==> src/rtl/uart_rx.sv <==
// rtl/uart_rx.sv - oversampled UART receiver with mid-bit sampling, parity and framing checks
// rx is double-flopped; the FSM and counters advance only on baud_tick.
module uart_rx #(
  parameter int DATA_WIDTH = 8,
  parameter int PARITY     = 1,
  parameter int OVERSAMPLE = 16
) (
  input  logic                  clk,
  input  logic                  rst,
  input  logic                  baud_tick,
  input  logic                  rx,
  output logic [DATA_WIDTH-1:0] data_out,
  output logic                  data_valid,
  output logic                  parity_err,
  output logic                  frame_err,
  output logic                  rx_busy
);

  localparam int TW = $clog2(OVERSAMPLE) + 1;
  localparam int BW = $clog2(DATA_WIDTH) + 1;
  localparam logic [TW-1:0] HALF_LAST = TW'(OVERSAMPLE / 2 - 1);
  localparam logic [TW-1:0] BIT_LAST  = TW'(OVERSAMPLE - 1);
  localparam logic [BW-1:0] DATA_LAST = BW'(DATA_WIDTH - 1);
  localparam logic          PAR_EN    = (PARITY != 0);
  localparam logic          PAR_ODD   = (PARITY == 2);

  typedef enum logic [2:0] {
    S_IDLE      = 3'd0,
    S_START     = 3'd1,
    S_DATA      = 3'd2,
    S_PARITY    = 3'd3,
    S_STOP      = 3'd4,
    S_WAIT_IDLE = 3'd5
  } state_t;

  state_t                state;
  logic                  rx_meta;
  logic                  rx_s;
  logic [TW-1:0]         tick_cnt;
  logic [BW-1:0]         bit_cnt;
  logic [DATA_WIDTH-1:0] shift_reg;
  logic                  par_flag;

  always_ff @(posedge clk) begin
    if (rst) begin
      rx_meta    <= 1'b1;
      rx_s       <= 1'b1;
      state      <= S_IDLE;
      tick_cnt   <= '0;
      bit_cnt    <= '0;
      shift_reg  <= '0;
      par_flag   <= 1'b0;
      data_out   <= '0;
      data_valid <= 1'b0;
      parity_err <= 1'b0;
      frame_err  <= 1'b0;
      rx_busy    <= 1'b0;
    end else begin
      rx_meta    <= rx;
      rx_s       <= rx_meta;
      data_valid <= 1'b0;

      case (state)
        S_IDLE: begin
          if (baud_tick && !rx_s) begin
            state    <= S_START;
            tick_cnt <= '0;
            par_flag <= 1'b0;
            rx_busy  <= 1'b1;
          end
        end

        // A start bit that is high again at its midpoint is a glitch, not a frame.
        S_START: begin
          if (baud_tick) begin
            if (tick_cnt == HALF_LAST) begin
              tick_cnt <= '0;
              if (!rx_s) begin
                state   <= S_DATA;
                bit_cnt <= '0;
              end else begin
                state   <= S_IDLE;
                rx_busy <= 1'b0;
              end
            end else begin
              tick_cnt <= tick_cnt + TW'(1);
            end
          end
        end

        S_DATA: begin
          if (baud_tick) begin
            if (tick_cnt == BIT_LAST) begin
              tick_cnt  <= '0;
              shift_reg <= {rx_s, shift_reg[DATA_WIDTH-1:1]};
              if (bit_cnt == DATA_LAST) begin
                state <= PAR_EN ? S_PARITY : S_STOP;
              end else begin
                bit_cnt <= bit_cnt + BW'(1);
              end
            end else begin
              tick_cnt <= tick_cnt + TW'(1);
            end
          end
        end

        S_PARITY: begin
          if (baud_tick) begin
            if (tick_cnt == BIT_LAST) begin
              tick_cnt <= '0;
              par_flag <= (^shift_reg) ^ rx_s ^ PAR_ODD;
              state    <= S_STOP;
            end else begin
              tick_cnt <= tick_cnt + TW'(1);
            end
          end
        end

        // A low stop bit may be the start of a break, so wait for the line to recover.
        S_STOP: begin
          if (baud_tick) begin
            if (tick_cnt == BIT_LAST) begin
              tick_cnt   <= '0;
              data_out   <= shift_reg;
              parity_err <= PAR_EN & par_flag;
              frame_err  <= ~rx_s;
              data_valid <= 1'b1;
              if (rx_s) begin
                state   <= S_IDLE;
                rx_busy <= 1'b0;
              end else begin
                state <= S_WAIT_IDLE;
              end
            end else begin
              tick_cnt <= tick_cnt + TW'(1);
            end
          end
        end

        S_WAIT_IDLE: begin
          if (baud_tick && rx_s) begin
            state   <= S_IDLE;
            rx_busy <= 1'b0;
          end
        end

        default: begin
          state    <= S_IDLE;
          tick_cnt <= '0;
          bit_cnt  <= '0;
          rx_busy  <= 1'b0;
        end
      endcase
    end
  end

endmodule

==> config.mk <==
export PLATFORM = sky130hd
export DESIGN_NAME = uart_rx
export DESIGN_NICKNAME = d
export VERILOG_FILES = /design/src/rtl/uart_rx.sv
export SDC_FILE = /design/constraint.sdc
export NUM_CORES = 1
export LEC_CHECK = 0
export ABC_AREA = 1
export BUFFER_PORTS_ARGS = -buffer_cell sky130_fd_sc_hd__clkbuf_2
export CORE_MARGIN = 2
export CORE_UTILIZATION = 52
export CTS_BUF_LIST = sky130_fd_sc_hd__clkbuf_4 sky130_fd_sc_hd__clkbuf_8 sky130_fd_sc_hd__clkbuf_16
export DETAILED_ROUTE_END_ITERATION = 16
export GPL_ROUTABILITY_DRIVEN = 0
export GPL_TIMING_DRIVEN = 1
export HOLD_SLACK_MARGIN = 0.06
export PLACE_DENSITY = 0.86
export SLEW_MARGIN = 20
export SYNTH_ARGS = -nofsm -noshare
export SYNTH_HDL_FRONTEND = slang
export SYNTH_SLANG_ARGS = --single-unit
==> constraint.sdc <==
create_clock -name clk -period 1.9 [get_ports clk]
set_clock_uncertainty 0.1 [all_clocks]
set_input_delay 0.38 -clock clk [delete_from_list [all_inputs] [get_ports clk]]
set_output_delay 0.38 -clock clk [all_outputs]
set_load 0.01 [all_outputs]
==> results.py <==
metrics = {
    "placement": {
        "placed_area_mm2": 0.00199,
        "io_buffers": 15,
        "dpl.cell_count": 338,
        "place.detailed.hpwl_mm": 2.89,
        "dp_slack_ns": -0.0319,
    },
    "cells_and_area": {
        "final_layout_size_suffix_gt1_share_pct": 20.1,
        "syn2layout_area_growth_pct": 21.7,
        "finish.utilization_pct": 65.4,
        "design_area_mm2": 0.00218,
        "n_antenna_cell": 0,
        "final_nets": 311,
        "stdcell_count": 350,
        "fill_cells": 282,
    },
    "route": {
        "route.met2.wl_mm": 1.98,
        "drt_wl_total_mm": 4.15,
        "drt_iter0_markers": 97,
        "route.vias.total": 1815,
        "topRoutingLayerUsed": "met4",
        "wl_met3_um": 242,
        "ant_nets": 0,
        "first_pass_iters": 4,
        "wl_met1_mm": 1.83,
        "wire_per_inst_um": 11.9,
        "vias_per_cell": 5.19,
        "drc": 0,
    },
    "worst_setup_path": {
        "r2r-end": "state[0]$_SDFFE_PP0P_",
        "critical_path.cell_chain": "ha_4 > nand2_2 > nor2_4 > ha_4 > buf_6 > o21ai_0 > nor2_1 > nand2_1 > nand2_1 > a21oi_1",
        "critPathMaxFanout": 4,
        "cp.arrival_ns": 1.93,
        "cp_slowest_cell": "dfxtp_2",
        "r2r-start": "tick_cnt[0]$_SDFFE_PP0P_",
        "r2r_cells": 10,
        "end_kind": "flop",
        "path_class": "flop to flop",
        "worstSetupStartpointType": "flop",
        "crit_required_ns": 2.03,
        "r2r_slack_ns": 0.10,
        "critPathMaxStageDelay_ns": 0.38,
    },
    "synth": {
        "synth_seq_area_share_pct": 39.1,
        "synth_top_area_cell": "dfxtp_1",
        "synth-simple-area-share_pct": 31.7,
        "synth_mux_area_share_pct": 0,
        "synth_most_common_cell": "nand2_1",
        "synth_compound_area_share_pct": 17.2,
        "synth_top_family_by_area": "simple AND/OR/NAND/NOR gates",
        "synthTopCellsByCount": "nand2_1, dfxtp_1, nor2_1",
        "synth-xor-area-share_pct": 1.47,
        "syn_area_mm2": 0.00179,
        "avgSynthCellArea_um2": 6.59,
        "yosys.area.top_type_share_pct": 39.1,
        "synth_async_sr_flop_share_pct": 0,
        "syn_inst": 272,
        "syn_nets": 280,
        "ys_warn_count": 0,
        "ys_types": 24,
        "synth-edff-count": 0,
        "yosys_most_used_dff": "dfxtp_1",
        "synth_seq_cells": 35,
        "synthAdderAreaFrac_pct": 2.79,
        "synth_top_cells_by_area": "dfxtp_1, nand2_1, o21ai_0",
    },
    "power": {
        "ir_worst_vdd_v": 0.000410,
        "power_density_mw_per_mm2": 707,
        "p_leak_nw": 0.973,
        "p_total_mw": 1.54,
    },
    "timing": {
        "tns_ns": 0,
        "setup_viol": 0,
        "timing.final.ws_setup_ns": 0.100,
        "slew_headroom_pct": 64.7,
        "max_freq_mhz": 556,
        "rsz0062_at_grt": "no",
        "drv_slew": 0,
        "finalHoldViolCount": 0,
        "tightestPinTransition_ns": 0.524,
        "fin_crit_ns": 1.80,
        "hold_ws_ns": 0.116,
        "period_share_pct": 94.7,
    },
    "die": {
        "die_y_um": 62.7,
        "die_area_mm2": 0.00393,
        "fp.dieW_um": 62.7,
        "rows": 21,
        "core_mm2": 0.00334,
        "start_util_pct": 53.7,
        "pin_count": 16,
    },
    "job": {
        "cap_violations": 0,
    },
    "clock_tree": {
        "cts-htree-levels": 2,
        "tritoncts": "yes",
        "ctsLongestPathBuffers": 2,
        "cts_hold_buf": 0,
        "clk_pin_slew_worst_paths_ns": 0.11,
        "clock_latency_ns": 0.34,
        "clkSinkCount": 35,
        "cts_buffers": 5,
        "clock-root-buffer": "clkbuf_4",
    },
    "min_path": {
        "min_to": "rx_meta$_SDFF_PP1_",
        "min_path_type": "input port to flop",
        "min_path_cells": 2,
        "worstHoldStart": "rx",
    },
    "grt": {
        "grt_max_degree": 17,
        "grt_pass1_wl_mm": 7.29,
        "overflow": 0,
        "grt_use_total_pct": 23.1,
        "grt_pass1_vias": 1794,
        "antenna_found_initial": 0,
    },
    "outcome": {
        "status": "complete, no violations",
    },
}
-- repair_timing --
action	4_1_cts	5_1_grt
pin swaps	2	5
setup buffers	1	3
setup endpoints to repair	12	32
resized for setup	3	16
-- report_power, final --
part           switching (mW)  internal (mW)  leakage, nW
clock network           0.264          0.277       0.0452
registers              0.0232          0.756        0.285
logic                   0.150         0.0735        0.644
-- critical path, delay by kind of cell, from the launching register on --
kind / cells / cell delay [ns]
AO/OA/AOI/OAI: 2 / 0.16
adder cells (fa/ha/maj): 2 / 0.32
buffers and inverters: 1 / 0.10
flip-flops: 1 / 0.38
AND/OR/NAND/NOR: 5 / 0.62
-- layout make-up --
| class | count | area, µm² | share of cell area (%) |
|---|---|---|---|
| inverters | 31 | 116 | 5.33 |
| clock inverters | 3 | 43.8 | 2.01 |
| well taps | 46 | 57.6 | 2.64 |
| flip-flops and latches | 35 | 706 | 32.3 |
| multi-input cells | 201 | 1010 | 46.4 |
| repair buffers | 29 | 209 | 9.58 |
| clock buffers | 5 | 37.5 | 1.72 |
-- metal layers --
metal | global-route usage (%) | up-vias
met5 | 0 | -
met4 | 10.8 | 0
met3 | 6.13 | 13
met2 | 38.4 | 60
met1 | 27.6 | 801
li1 | - | 941
-- logic make-up after synthesis --
kind of cell | after synthesis
AND/OR/NAND/NOR | 134
adder cells (fa/ha/maj) | 4
AO/OA/AOI/OAI | 60
buffers and inverters | 36
XOR/XNOR | 3
flip-flops | 35
-- worst max path at each step --
stage                                     end                     start  cells after the start  slack [ns]
detailed placement  shift_reg[2]$_SDFFE_PP0P_  tick_cnt[1]$_SDFFE_PP0P_                      9       -0.03
finish                  state[0]$_SDFFE_PP0P_  tick_cnt[0]$_SDFFE_PP0P_                     10        0.10
floorplan            data_out[7]$_SDFFE_PP0P_  tick_cnt[0]$_SDFFE_PP0P_                      9        0.02
global route            state[0]$_SDFFE_PP0P_  tick_cnt[0]$_SDFFE_PP0P_                     11        0.02
CTS                  data_out[3]$_SDFFE_PP0P_  tick_cnt[1]$_SDFFE_PP0P_                      9      -0.002
global placement    shift_reg[2]$_SDFFE_PP0P_  tick_cnt[1]$_SDFFE_PP0P_                      9        0.09
-- placed cells by master, fill, tap and decap left out, types with 2 or more instances in the layout --
| master | synthesis | layout |
|---|---|---|
| xor2_1 | 3 | 3 |
| inv_2 | 3 | 4 |
| dfxtp_2 | 0 | 4 |
| o21ai_0 | 28 | 27 |
| nand4_1 | 2 | 2 |
| clkbuf_4 | 0 | 5 |
| ha_1 | 4 | 2 |
| buf_4 | 1 | 11 |
| a21oi_1 | 27 | 27 |
| o21ai_2 | 0 | 2 |
| nor2_2 | 1 | 2 |
| nor2_4 | 1 | 2 |
| nor2_1 | 34 | 32 |
| inv_1 | 28 | 27 |
| o211ai_1 | 3 | 3 |
| nand2_1 | 72 | 70 |
| clkbuf_2 | 0 | 15 |
| buf_12 | 0 | 2 |
| dfxtp_1 | 35 | 31 |
| nand2_2 | 2 | 3 |
| nand3_1 | 16 | 16 |
| or2_2 | 2 | 2 |
| ha_4 | 0 | 2 |
No activity file was read; power rests on OpenSTA's default activity.
